$ cat src/rtl/hazard_scheduler.sv
// hazard_scheduler: stall/flush sequencing, C-stage operand forwarding and W->R
// register-file bypass for the four-stage R -> C -> M -> W integer pipeline.
module hazard_scheduler #(
    parameter int unsigned REG_COUNT  = 32,
    parameter int unsigned MC_LATENCY = 4
) (
    input  logic                         clk,
    input  logic                         reset,
    input  logic                         ValidInstruction_R,
    input  logic [$clog2(REG_COUNT)-1:0] rs1Adr_R,
    input  logic [$clog2(REG_COUNT)-1:0] rs2Adr_R,
    input  logic [$clog2(REG_COUNT)-1:0] rd1Adr_R,
    input  logic                         Rs1Used_R,
    input  logic                         Rs2Used_R,
    input  logic                         RegWrite_R,
    input  logic                         IsLoad_R,
    input  logic                         MultiCycle_R,
    input  logic                         PCRedirect_C,
    output logic                         Stall_I,
    output logic                         Stall_R,
    output logic                         Flush_R,
    output logic                         Flush_I,
    output logic                         Stall_C,
    output logic                         Flush_C,
    output logic [1:0]                   ForwardA_C,
    output logic [1:0]                   ForwardB_C,
    output logic                         Rs1Bypass_R,
    output logic                         Rs2Bypass_R
);

    localparam int unsigned   RA      = $clog2(REG_COUNT);
    localparam int unsigned   CW      = $clog2(MC_LATENCY);
    localparam logic [CW-1:0] MC_LOAD = CW'(MC_LATENCY - 1);

    // Shadow record of the instruction in C
    logic          r_c_valid;
    logic [RA-1:0] r_c_rd;
    logic          r_c_regwrite;
    logic          r_c_isload;
    logic [RA-1:0] r_c_rs1;
    logic [RA-1:0] r_c_rs2;
    logic          r_c_rs1used;
    logic          r_c_rs2used;
    logic          r_c_multicycle;

    // Shadow records of the instructions in M and W
    logic          r_m_valid;
    logic [RA-1:0] r_m_rd;
    logic          r_m_regwrite;
    logic          r_m_isload;
    logic          r_w_valid;
    logic [RA-1:0] r_w_rd;
    logic          r_w_regwrite;

    // Remaining hold cycles of the multi-cycle op sitting in C
    logic [CW-1:0] r_cnt;

    logic w_busy;
    logic w_c_wr;
    logic w_m_wr;
    logic w_w_wr;
    logic w_load_use;
    logic w_redirect;
    logic w_fwd_a_m;
    logic w_fwd_a_w;
    logic w_fwd_b_m;
    logic w_fwd_b_w;
    logic w_mc_enter;

    // Hazard-relevant writers exclude x0 so it never matches
    assign w_busy     = (r_cnt != '0);
    assign w_c_wr     = r_c_valid & r_c_regwrite & (r_c_rd != '0);
    assign w_m_wr     = r_m_valid & r_m_regwrite & (r_m_rd != '0);
    assign w_w_wr     = r_w_valid & r_w_regwrite & (r_w_rd != '0);
    assign w_load_use = w_c_wr & r_c_isload & ValidInstruction_R &
                        ((Rs1Used_R & (rs1Adr_R == r_c_rd)) |
                         (Rs2Used_R & (rs2Adr_R == r_c_rd)));
    assign w_redirect = PCRedirect_C & r_c_valid;
    assign w_fwd_a_m  = r_c_valid & r_c_rs1used & w_m_wr & (r_m_rd == r_c_rs1);
    assign w_fwd_a_w  = r_c_valid & r_c_rs1used & w_w_wr & (r_w_rd == r_c_rs1);
    assign w_fwd_b_m  = r_c_valid & r_c_rs2used & w_m_wr & (r_m_rd == r_c_rs2);
    assign w_fwd_b_w  = r_c_valid & r_c_rs2used & w_w_wr & (r_w_rd == r_c_rs2);
    assign w_mc_enter = ~Stall_C & ValidInstruction_R & ~Flush_R & MultiCycle_R;

    // Control outputs: reset > multi-cycle busy > redirect > load-use
    always_comb begin
        Stall_I     = 1'b0;
        Stall_R     = 1'b0;
        Flush_R     = 1'b0;
        Flush_I     = 1'b0;
        Stall_C     = 1'b0;
        Flush_C     = 1'b0;
        ForwardA_C  = 2'd0;
        ForwardB_C  = 2'd0;
        Rs1Bypass_R = 1'b0;
        Rs2Bypass_R = 1'b0;
        if (reset) begin
            if (w_busy) begin
                Stall_I = 1'b1;
                Stall_R = 1'b1;
                Stall_C = 1'b1;
                Flush_C = 1'b1;
            end else if (w_redirect) begin
                Flush_R = 1'b1;
                Flush_I = 1'b1;
            end else if (w_load_use) begin
                Stall_I = 1'b1;
                Stall_R = 1'b1;
                Flush_R = 1'b1;
            end
            ForwardA_C  = w_fwd_a_m ? 2'd1 : (w_fwd_a_w ? 2'd2 : 2'd0);
            ForwardB_C  = w_fwd_b_m ? 2'd1 : (w_fwd_b_w ? 2'd2 : 2'd0);
            Rs1Bypass_R = w_w_wr & (r_w_rd == rs1Adr_R) & Rs1Used_R;
            Rs2Bypass_R = w_w_wr & (r_w_rd == rs2Adr_R) & Rs2Used_R;
        end
    end

    // Advance shadow records and the multi-cycle hold counter
    always_ff @(posedge clk) begin
        if (!reset) begin
            r_c_valid      <= 1'b0;
            r_c_rd         <= '0;
            r_c_regwrite   <= 1'b0;
            r_c_isload     <= 1'b0;
            r_c_rs1        <= '0;
            r_c_rs2        <= '0;
            r_c_rs1used    <= 1'b0;
            r_c_rs2used    <= 1'b0;
            r_c_multicycle <= 1'b0;
            r_m_valid      <= 1'b0;
            r_m_rd         <= '0;
            r_m_regwrite   <= 1'b0;
            r_m_isload     <= 1'b0;
            r_w_valid      <= 1'b0;
            r_w_rd         <= '0;
            r_w_regwrite   <= 1'b0;
            r_cnt          <= '0;
        end else begin
            if (!Stall_C) begin
                r_c_valid      <= ValidInstruction_R & ~Flush_R;
                r_c_rd         <= rd1Adr_R;
                r_c_regwrite   <= RegWrite_R;
                r_c_isload     <= IsLoad_R;
                r_c_rs1        <= rs1Adr_R;
                r_c_rs2        <= rs2Adr_R;
                r_c_rs1used    <= Rs1Used_R;
                r_c_rs2used    <= Rs2Used_R;
                r_c_multicycle <= MultiCycle_R;
            end
            r_m_valid    <= r_c_valid & ~Flush_C;
            r_m_rd       <= r_c_rd;
            r_m_regwrite <= r_c_regwrite;
            r_m_isload   <= r_c_isload;
            r_w_valid    <= r_m_valid;
            r_w_rd       <= r_m_rd;
            r_w_regwrite <= r_m_regwrite;
            if (w_busy) begin
                r_cnt <= r_cnt - CW'(1);
            end else if (w_mc_enter) begin
                r_cnt <= MC_LOAD;
            end
        end
    end

    // Simulation checks: no forwarding from a load in M, busy only with a multi-cycle op in C
    always_ff @(posedge clk) begin
        if (reset) begin
            assert (!((w_fwd_a_m | w_fwd_b_m) & r_m_isload))
                else $error("hazard_scheduler: operand forwarded from a load still in M");
            assert (!w_busy || (r_c_valid && r_c_multicycle))
                else $error("hazard_scheduler: busy without a multi-cycle op in C");
        end
    end

endmodule

$ cat config.mk
export PLATFORM = sky130hd
export DESIGN_NAME = hazard_scheduler
export DESIGN_NICKNAME = d
export VERILOG_FILES = /design/src/rtl/hazard_scheduler.sv
export SDC_FILE = /design/constraint.sdc
export NUM_CORES = 1
export LEC_CHECK = 0
export CORE_ASPECT_RATIO = 1.25
export CORE_UTILIZATION = 56
export DETAILED_ROUTE_END_ITERATION = 6
export PLACE_DENSITY = 0.85
export SYNTH_ARGS = -nofsm -noshare
export SYNTH_HDL_FRONTEND = slang
export SYNTH_SLANG_ARGS = --single-unit
$ cat constraint.sdc
create_clock -name clk -period 3.2 [get_ports clk]
set_input_delay 0.32 -clock clk [delete_from_list [all_inputs] [get_ports clk]]
set_output_delay 0.32 -clock clk [all_outputs]
set_load 0.05 [all_outputs]
Word level (Yosys, flattened, before mapping):

Index checks and enable logic that the tools add are counted.

* register bits after elaboration: 36
* bits in latches: 0
* memory bits (writable): 0
* bits in read-only memories: 0
* input port bits: 24
* memories: 0

* add/subtract/negate cells: 1
* multipliers: 0
* divide/modulo/power cells: 0
* magnitude comparators: 0
* eq/ne operators: 8
* shift operators: 0
* mux-type cells: 22
* bitwise gates (word level): 34
* reduce and logical (&&, ||, !) cells: 5

Operator list (number)
* 5-bit == test: 8
* 1-bit bitwise AND: 31
* 2-bit 2-to-1 mux: 8
* 5-bit nonzero test: 3
* 1-bit 2-to-1 mux: 14
* 2-bit nonzero test: 2
* 1-bit inverter: 2
* 2-bit by 1-bit subtractor with 2-bit output (second input constant): 1
* 1-bit OR: 1

Depth between registers and ports, before layout:

Gate-level depths: netlist of run 1.

* depth in word-level cells: 14
* depth in mapped cells: 7
* gate-level depth less buffers: 6

Least setup slack after synthesis of run 1:

OpenSTA, ideal clock, no wires.

* path type: reg-to-output
* from: register r_c_rd[0]
* to: output Stall_R
* data arrival time: 2.596 ns
* slack: 0.284 ns
* cell stages (with the launch flop): 7
* path buffers: 1
* cell sequence: dfxtp_1 -> xnor2_1 -> nand4_1 -> o22ai_1 -> nand3_1 -> a21boi_0 -> buf_4

* word-level cells in the longest chain between the ends: 9

Ends and longest elaborated chain
* from (decl): RTL line 37 `logic [RA-1:0] r_c_rd;`
* from (signal assigned): RTL line 141 `r_c_rd <= rd1Adr_R;`
* 5-bit nonzero test: RTL line 72 `assign w_c_wr = r_c_valid & r_c_regwrite & (r_c_rd != '0);`
* 1-bit bitwise AND: RTL line 72
* 1-bit bitwise AND (2 in a row): RTL line 75 `assign w_load_use = w_c_wr & r_c_isload & ValidInstruction_R &`
* 1-bit bitwise AND *: RTL line 75
* 1-bit 2-to-1 mux * (4 in a row)
* to (decl): RTL line 20 `output logic Stall_R,`

Mark *: on every way between the ends. The rest lies on a longest branch, timed or not.

Worst setup path after layout of run 1:

* from: input rs1Adr_R[0]
* to: output Stall_I

* word-level cells in the longest chain between the ends: 8

Ends and longest elaborated chain
* from (decl): RTL line 10 `input logic [$clog2(REG_COUNT)-1:0] rs1Adr_R,`
* 5-bit == test: RTL line 76 `((Rs1Used_R & (rs1Adr_R == r_c_rd)) |`
* 1-bit bitwise AND: RTL line 76
* 1-bit OR: RTL line 76
* 1-bit bitwise AND: RTL line 75
* 1-bit 2-to-1 mux: RTL line 106 `end else if (w_load_use) begin`
* 1-bit 2-to-1 mux: RTL line 103 `end else if (w_redirect) begin`
* 1-bit 2-to-1 mux: RTL line 98 `if (w_busy) begin`
* 1-bit 2-to-1 mux: RTL line 97 `if (reset) begin`
* to (decl): RTL line 19 `output logic Stall_I,`

Every way passes these cells.

==> results of run 1 <==
-- registers in the layout, indices dropped and copies added, names as in the netlist --
register      count
r_m_rd            5
r_w_rd            5
r_m_valid         1
r_c_rd            5
r_c_rs1           5
r_cnt             2
r_c_rs2used       1
r_w_regwrite      1
r_c_isload        1
r_c_regwrite      1
r_c_valid         1
r_c_rs2           5
r_w_valid         1
r_c_rs1used       1
r_m_regwrite      1
-- cell usage in the layout (no fill, tap or decap), drive strengths merged, types with 2 or more instances in the layout --
| cell type | n |
|---|---|
| dfxtp | 36 |
| xnor2 | 34 |
| clkdlybuf4s50 | 23 |
| nor2b | 20 |
| mux2i | 20 |
| and2 | 16 |
| buf | 14 |
| nand4 | 10 |
| nand2 | 9 |
| xor2 | 6 |
| nor3 | 5 |
| clkbuf | 5 |
| inv | 3 |
| nand3 | 3 |
| nor2 | 3 |
| a21oi | 3 |
| or4 | 3 |
| nor4 | 2 |
-- metrics by stage --
stage	hold WS [ns]	setup WS (ns)
floorplan	0.435	0.284
global placement	0.446	0.788
detailed placement	0.473	0.692
CTS	0.482	0.675
global route	0.497	0.616
finish	0.471	0.676
-- final cells by class --
| cell class | instances | area share |
|---|---|---|
| multi-input combinational | 146 | 0.462 |
| sequential | 36 | 0.304 |
| timing repair buffer | 37 | 0.163 |
| clock buffer | 5 | 0.0290 |
| tap | 37 | 0.0195 |
| clock inverter | 3 | 0.0180 |
| inverter | 3 | 0.00475 |
-- metal layers --
layer,vias to the layer above,part of all wire,wire [µm]
li1,736,-,-
met1,684,0.40,1750
met2,49,0.54,2400
met3,12,0.039,174
met4,0,0.019,86
met5,-,0,0
-- how the worst min path moves through the flow --
stage,from,end,slack [ns],cells past startpoint
finish,r_cnt[1]$_SDFFE_PN0P_,r_cnt[1]$_SDFFE_PN0P_,0.47,2
global route,r_cnt[1]$_SDFFE_PN0P_,r_cnt[1]$_SDFFE_PN0P_,0.50,2
CTS,r_cnt[1]$_SDFFE_PN0P_,r_cnt[1]$_SDFFE_PN0P_,0.48,2
detailed placement,r_cnt[1]$_SDFFE_PN0P_,r_cnt[1]$_SDFFE_PN0P_,0.47,2
global placement,r_cnt[1]$_SDFFE_PN0P_,r_cnt[1]$_SDFFE_PN0P_,0.45,2
floorplan,r_cnt[1]$_SDFFE_PN0P_,r_cnt[1]$_SDFFE_PN0P_,0.43,2
-- kinds of logic after synthesis --
| logic type | synth area share |
|---|---|
| DFF | 0.375 |
| AOI/OAI and AO/OA | 0.0560 |
| and+or+nand+nor | 0.221 |
| xor gates and xnor gates | 0.182 |
| muxes | 0.104 |
| adders and majority gates | 0.00651 |
| buffers and inverters | 0.0547 |
-- worst register-to-register path: stages (launching register included) --
cell	delay [ns]
dfxtp_1	0.31
inv_1	0.08
ha_1	0.57
inv_1	0.18
a31oi_1	0.24
a311oi_1	0.08
o21a_1	0.22
-- power by group --
group / internal [mW] / total [mW] / leakage, nW / switching, mW
combinational: 0.330 / 0.675 / 0.578 / 0.345
clock: 0.231 / 0.401 / 0.0541 / 0.170
sequential: 0.542 / 0.668 / 0.296 / 0.125
==> results.cfg, run 1 <==
[die]
core-area_um2 = 3250
dieArea_um2 = 3670
initial_core_util = 0.591
die_y_um = 67.5
die_w_um = 54.4
io_pins = 36
rows = 23

[worst_setup_path]
critPathRequiredTime_ns = 2.88
reg2reg_from = r_cnt[0]$_SDFFE_PN0P_
r2r_slack_ns = 1.43
worst-r2r-cell-count = 6
startpoint = rs1Adr_R[0]
slowest_delay_ns = 0.57
cp.depth = 7
cp_num_buf_inv = 2
worst_setup_path_end_kind = output pin
reg2reg_to = r_cnt[0]$_SDFFE_PN0P_
arrival_ns = 2.20
critPathCapture = Stall_I
setup.worst_path.start_class = input port
critical-path-slowest-cell = clkdlybuf4s50_1
critPathTopFamily = buffers and inverters
worstSetupPathType = in2out
path_cells = clkdlybuf4s50_1, xnor2_1, nand4_1, o22ai_1, nand3_1, a21boi_0, buf_4
crit_path_max_fanout = 5

[timing]
fin_crit_sh = 0.789
layout_min_cycle_time_ns = 2.52
hold_viol = 0
finClkSkew_ns = 0.00692
setup_violations = 0
slew_violations = 0
tns_ns = 0
fmax_mhz = 396
tightest_slew_ns = 0.644
maxSlewHeadroom = 0.570
rsz0062_at_grt = no

[yosys]
yosysSeqAreaShare = 0.375
netlist_instances = 201
synth.avg_cell_area_um2 = 9.56
synthTopCellsByCount = 36 x dfxtp_1, 34 x xnor2_1, 20 x mux2i_1, 20 x nor2b_1, 16 x and2_1
syn_nets = 226
synth.most_common_cell = dfxtp_1
synth-main-ff-cell = dfxtp_1
synth-edff-count = 0
mappedNetlistArea_um2 = 1920
yosysWarnings = 0
async_flop_share = 0
synth.largest_area_cell = dfxtp_1
yosysUniqueCellTypes = 33
synth.area.top_cells = dfxtp_1 38%, xnor2_1 16%, mux2i_1 10%, nor2b_1 6.5%, and2_1 5.2%
post-synth-top-area-fraction = 0.375
ys_seq_elements = 36

[global_routing]
grt-ovfl-total = 0
met2_usage = 0.483
use_met1 = 0.283
track_usage = 0.266
busiest_layer = met2
grt_pass1_vias = 1440
antenna_found_initial = 0
grt_max_degree = 46
grt_pass1_wl_um = 6730
grt_use_met3 = 0.0653

[placed_design]
gp_congestion = 0.911
hpwlAfterDp_um = 3300
io_buffers = 35
placedCellCount = 259
placed_area_um2 = 2260

[final_layout]
drive_above_1_share = 0.113
diodes = 0
postLayoutCellArea_um2 = 2370
multi_input_area_um2 = 1090
seq_area_um2 = 721
nFillCells = 242
area_growth_pct = 23.4
fin_cells = 267
nNetsFinal = 254
utilization = 0.729

[flow_run]
drv_cap = 0

[status]
outcome = completed

[clock_network]
cts_tree = done
cts_root_buffer = clkbuf_8
clk_path_buf_depth = 2
cts_setup_buffers = 0
cts_hold_buf = 0
cts_resized = 0
cts_buffers = 5
cts.sinks = 36
insertion_delay_ns = 0.29
ctsHtreeMaxLevel = 2
cts.clk_slew.worst_paths_ns = 0.07

[route]
firstDrtPassIters = 4
drt-total-wl_um = 4420
drt-vias-per-instance = 5.55
postRouteAntennaNets = 0
drtIter0Drc = 38
drcViolationCount = 0
wl_per_cell_um = 16.5
dr_total_vias = 1481

[pwr]
design_power_total_mw = 1.74
p_leak_nw = 0.929
ir_drop_mv = 0.645
powerDensity_nw_per_um2 = 736

[hold_path]
hold_class = reg2reg
Power figures use the tool's default switching activity.
==> run 2: changes to the inputs <==
- CORE_UTILIZATION: 56 -> 52
- PLACE_DENSITY: 0.85 -> 0.8
- clock period: 3.2 -> 2.4 ns (I/O delays scaled with it)
==> run 2 against run 1 <==
Compared with the run above: non-clock buffer count increased by 7; utilization decreased by 1.5 points; sequential power increased by 32%; clock power increased by 7.2%; worst setup slack got worse by 0.56 ns; clock skew increased by 0.0026 ns; flip-flop and latch count unchanged; wire length decreased by 0.11%; worst hold slack got worse by 0.0014 ns.
==> results.cfg, run 2 (synthesis gave the netlist of run 1 again) <==
[worst_setup_path]
arrival_ns = 2.05
worst_setup_path_end_kind = output pin
critPathRequiredTime_ns = 2.16
worstSetupPathType = in2out
setup.worst_path.start_class = input port
crit_path_max_fanout = 3

[final_layout]
fin_cells = 276
final_common_cell = dfxtp_1
nFillCells = 264
final_cell_mix = 36 x dfxtp_1, 34 x xnor2_1, 23 x clkdlybuf4s50_1, 20 x nor2b_1, 20 x mux2i_1
multi_input_area_um2 = 1100
nNetsFinal = 261
area_growth_pct = 30.6
seq_area_um2 = 721
diodes = 0
drive_above_1_share = 0.139

[global_routing]
grt_pass1_vias = 1523
grt_pass1_wl_um = 7160
grt-ovfl-total = 0
track_usage = 0.242
met2_usage = 0.423
use_met1 = 0.269
antenna_found_initial = 0
grt_use_met3 = 0.0500
busiest_layer = met2
grt_max_degree = 46

[pwr]
design_power_total_mw = 2.32
ir_drop_mv = 0.879
powerDensity_nw_per_um2 = 927
p_leak_nw = 0.976

[die]
initial_core_util = 0.547
io_pins = 36
core-area_um2 = 3510
dieArea_um2 = 3940
die_y_um = 69.9
rows = 24
die_w_um = 56.4

[timing]
tightest_slew_ns = 0.415
hold_viol = 0
maxSlewHeadroom = 0.723
setup_violations = 0
finClkSkew_ns = 0.00950
fin_crit_sh = 0.952
layout_min_cycle_time_ns = 2.29
fmax_mhz = 438
whs_ns = 0.470
slew_violations = 0
rsz0062_at_grt = no
tns_ns = 0

[route]
drt-total-wl_um = 4410
dr_total_vias = 1506
drtIter0Drc = 29
postRouteAntennaNets = 0
firstDrtPassIters = 4
drcViolationCount = 0
wl_per_cell_um = 16.0
drt-vias-per-instance = 5.46

[clock_network]
cts_root_buffer = clkbuf_8
clk_path_buf_depth = 2
cts_hold_buf = 0
insertion_delay_ns = 0.29
cts_tree = done
cts.clk_slew.worst_paths_ns = 0.08
cts_buffers = 5
ctsHtreeMaxLevel = 2
cts.sinks = 36
cts_resized = 0
cts_setup_buffers = 0

[placed_design]
placedCellCount = 268
hpwlAfterDp_um = 3250
gp_congestion = 0.924
io_buffers = 35

[status]
outcome = completed

[hold_path]
hold_class = reg2reg

[flow_run]
drv_cap = 0
[run 2: power by group]
group | leakage (nW) | internal, mW | total [mW] | switching (mW)
logic | 0.638 | 0.531 | 1.01 | 0.481
registers | 0.296 | 0.723 | 0.883 | 0.159
clock network | 0.0414 | 0.206 | 0.430 | 0.224
total | 0.976 | 1.46 | 2.32 | 0.864
[run 2: layout make-up]
class | instances | area share
Clock buffer | 6 | 0.0289
Clock inverter | 2 | 0.00649
Sequential cell | 36 | 0.287
Tap cell | 39 | 0.0195
Multi-Input combinational cell | 146 | 0.439
Inverter | 3 | 0.00449
Timing Repair Buffer | 44 | 0.215
[run 2: final timing paths]
path	endpoint	from	depth (start not counted)	slack (ns)
worst max register to register	r_cnt[1]$_SDFFE_PN0P_	r_c_rd[3]$_SDFFE_PN0N_	6	0.68
worst max-delay path	Stall_R	rs2Adr_R[3]	8	0.11
worst min-delay path	r_cnt[1]$_SDFFE_PN0P_	r_cnt[1]$_SDFFE_PN0P_	2	0.47
worst min register to register	r_cnt[1]$_SDFFE_PN0P_	r_cnt[1]$_SDFFE_PN0P_	2	0.47
[run 2: worst max-delay path: stages]
cell             delay (ns)
clkdlybuf4s50_1        0.50
xnor2_1                0.25
nand4_1                0.14
o22ai_1                0.32
nand3_1                0.12
a21boi_1               0.18
buf_4                  0.16
buf_12                 0.13
[run 2: per-stage QoR]
stage	utilization	setup WS (ns)	cell area [µm²]
final	0.714	0.115	2510
after global routing	0.714	0.0244	2510
after CTS	0.714	0.121	2510
after detailed placement	0.688	0.203	2420
after global placement	0.688	0.265	2420
after floorplan	-	-0.0103	1930
[run 2: layer usage]
layer,vias to the layer above,wire length [µm]
met5,-,0
met4,0,136
met3,13,205
met2,45,2300
met1,704,1770
li1,744,-
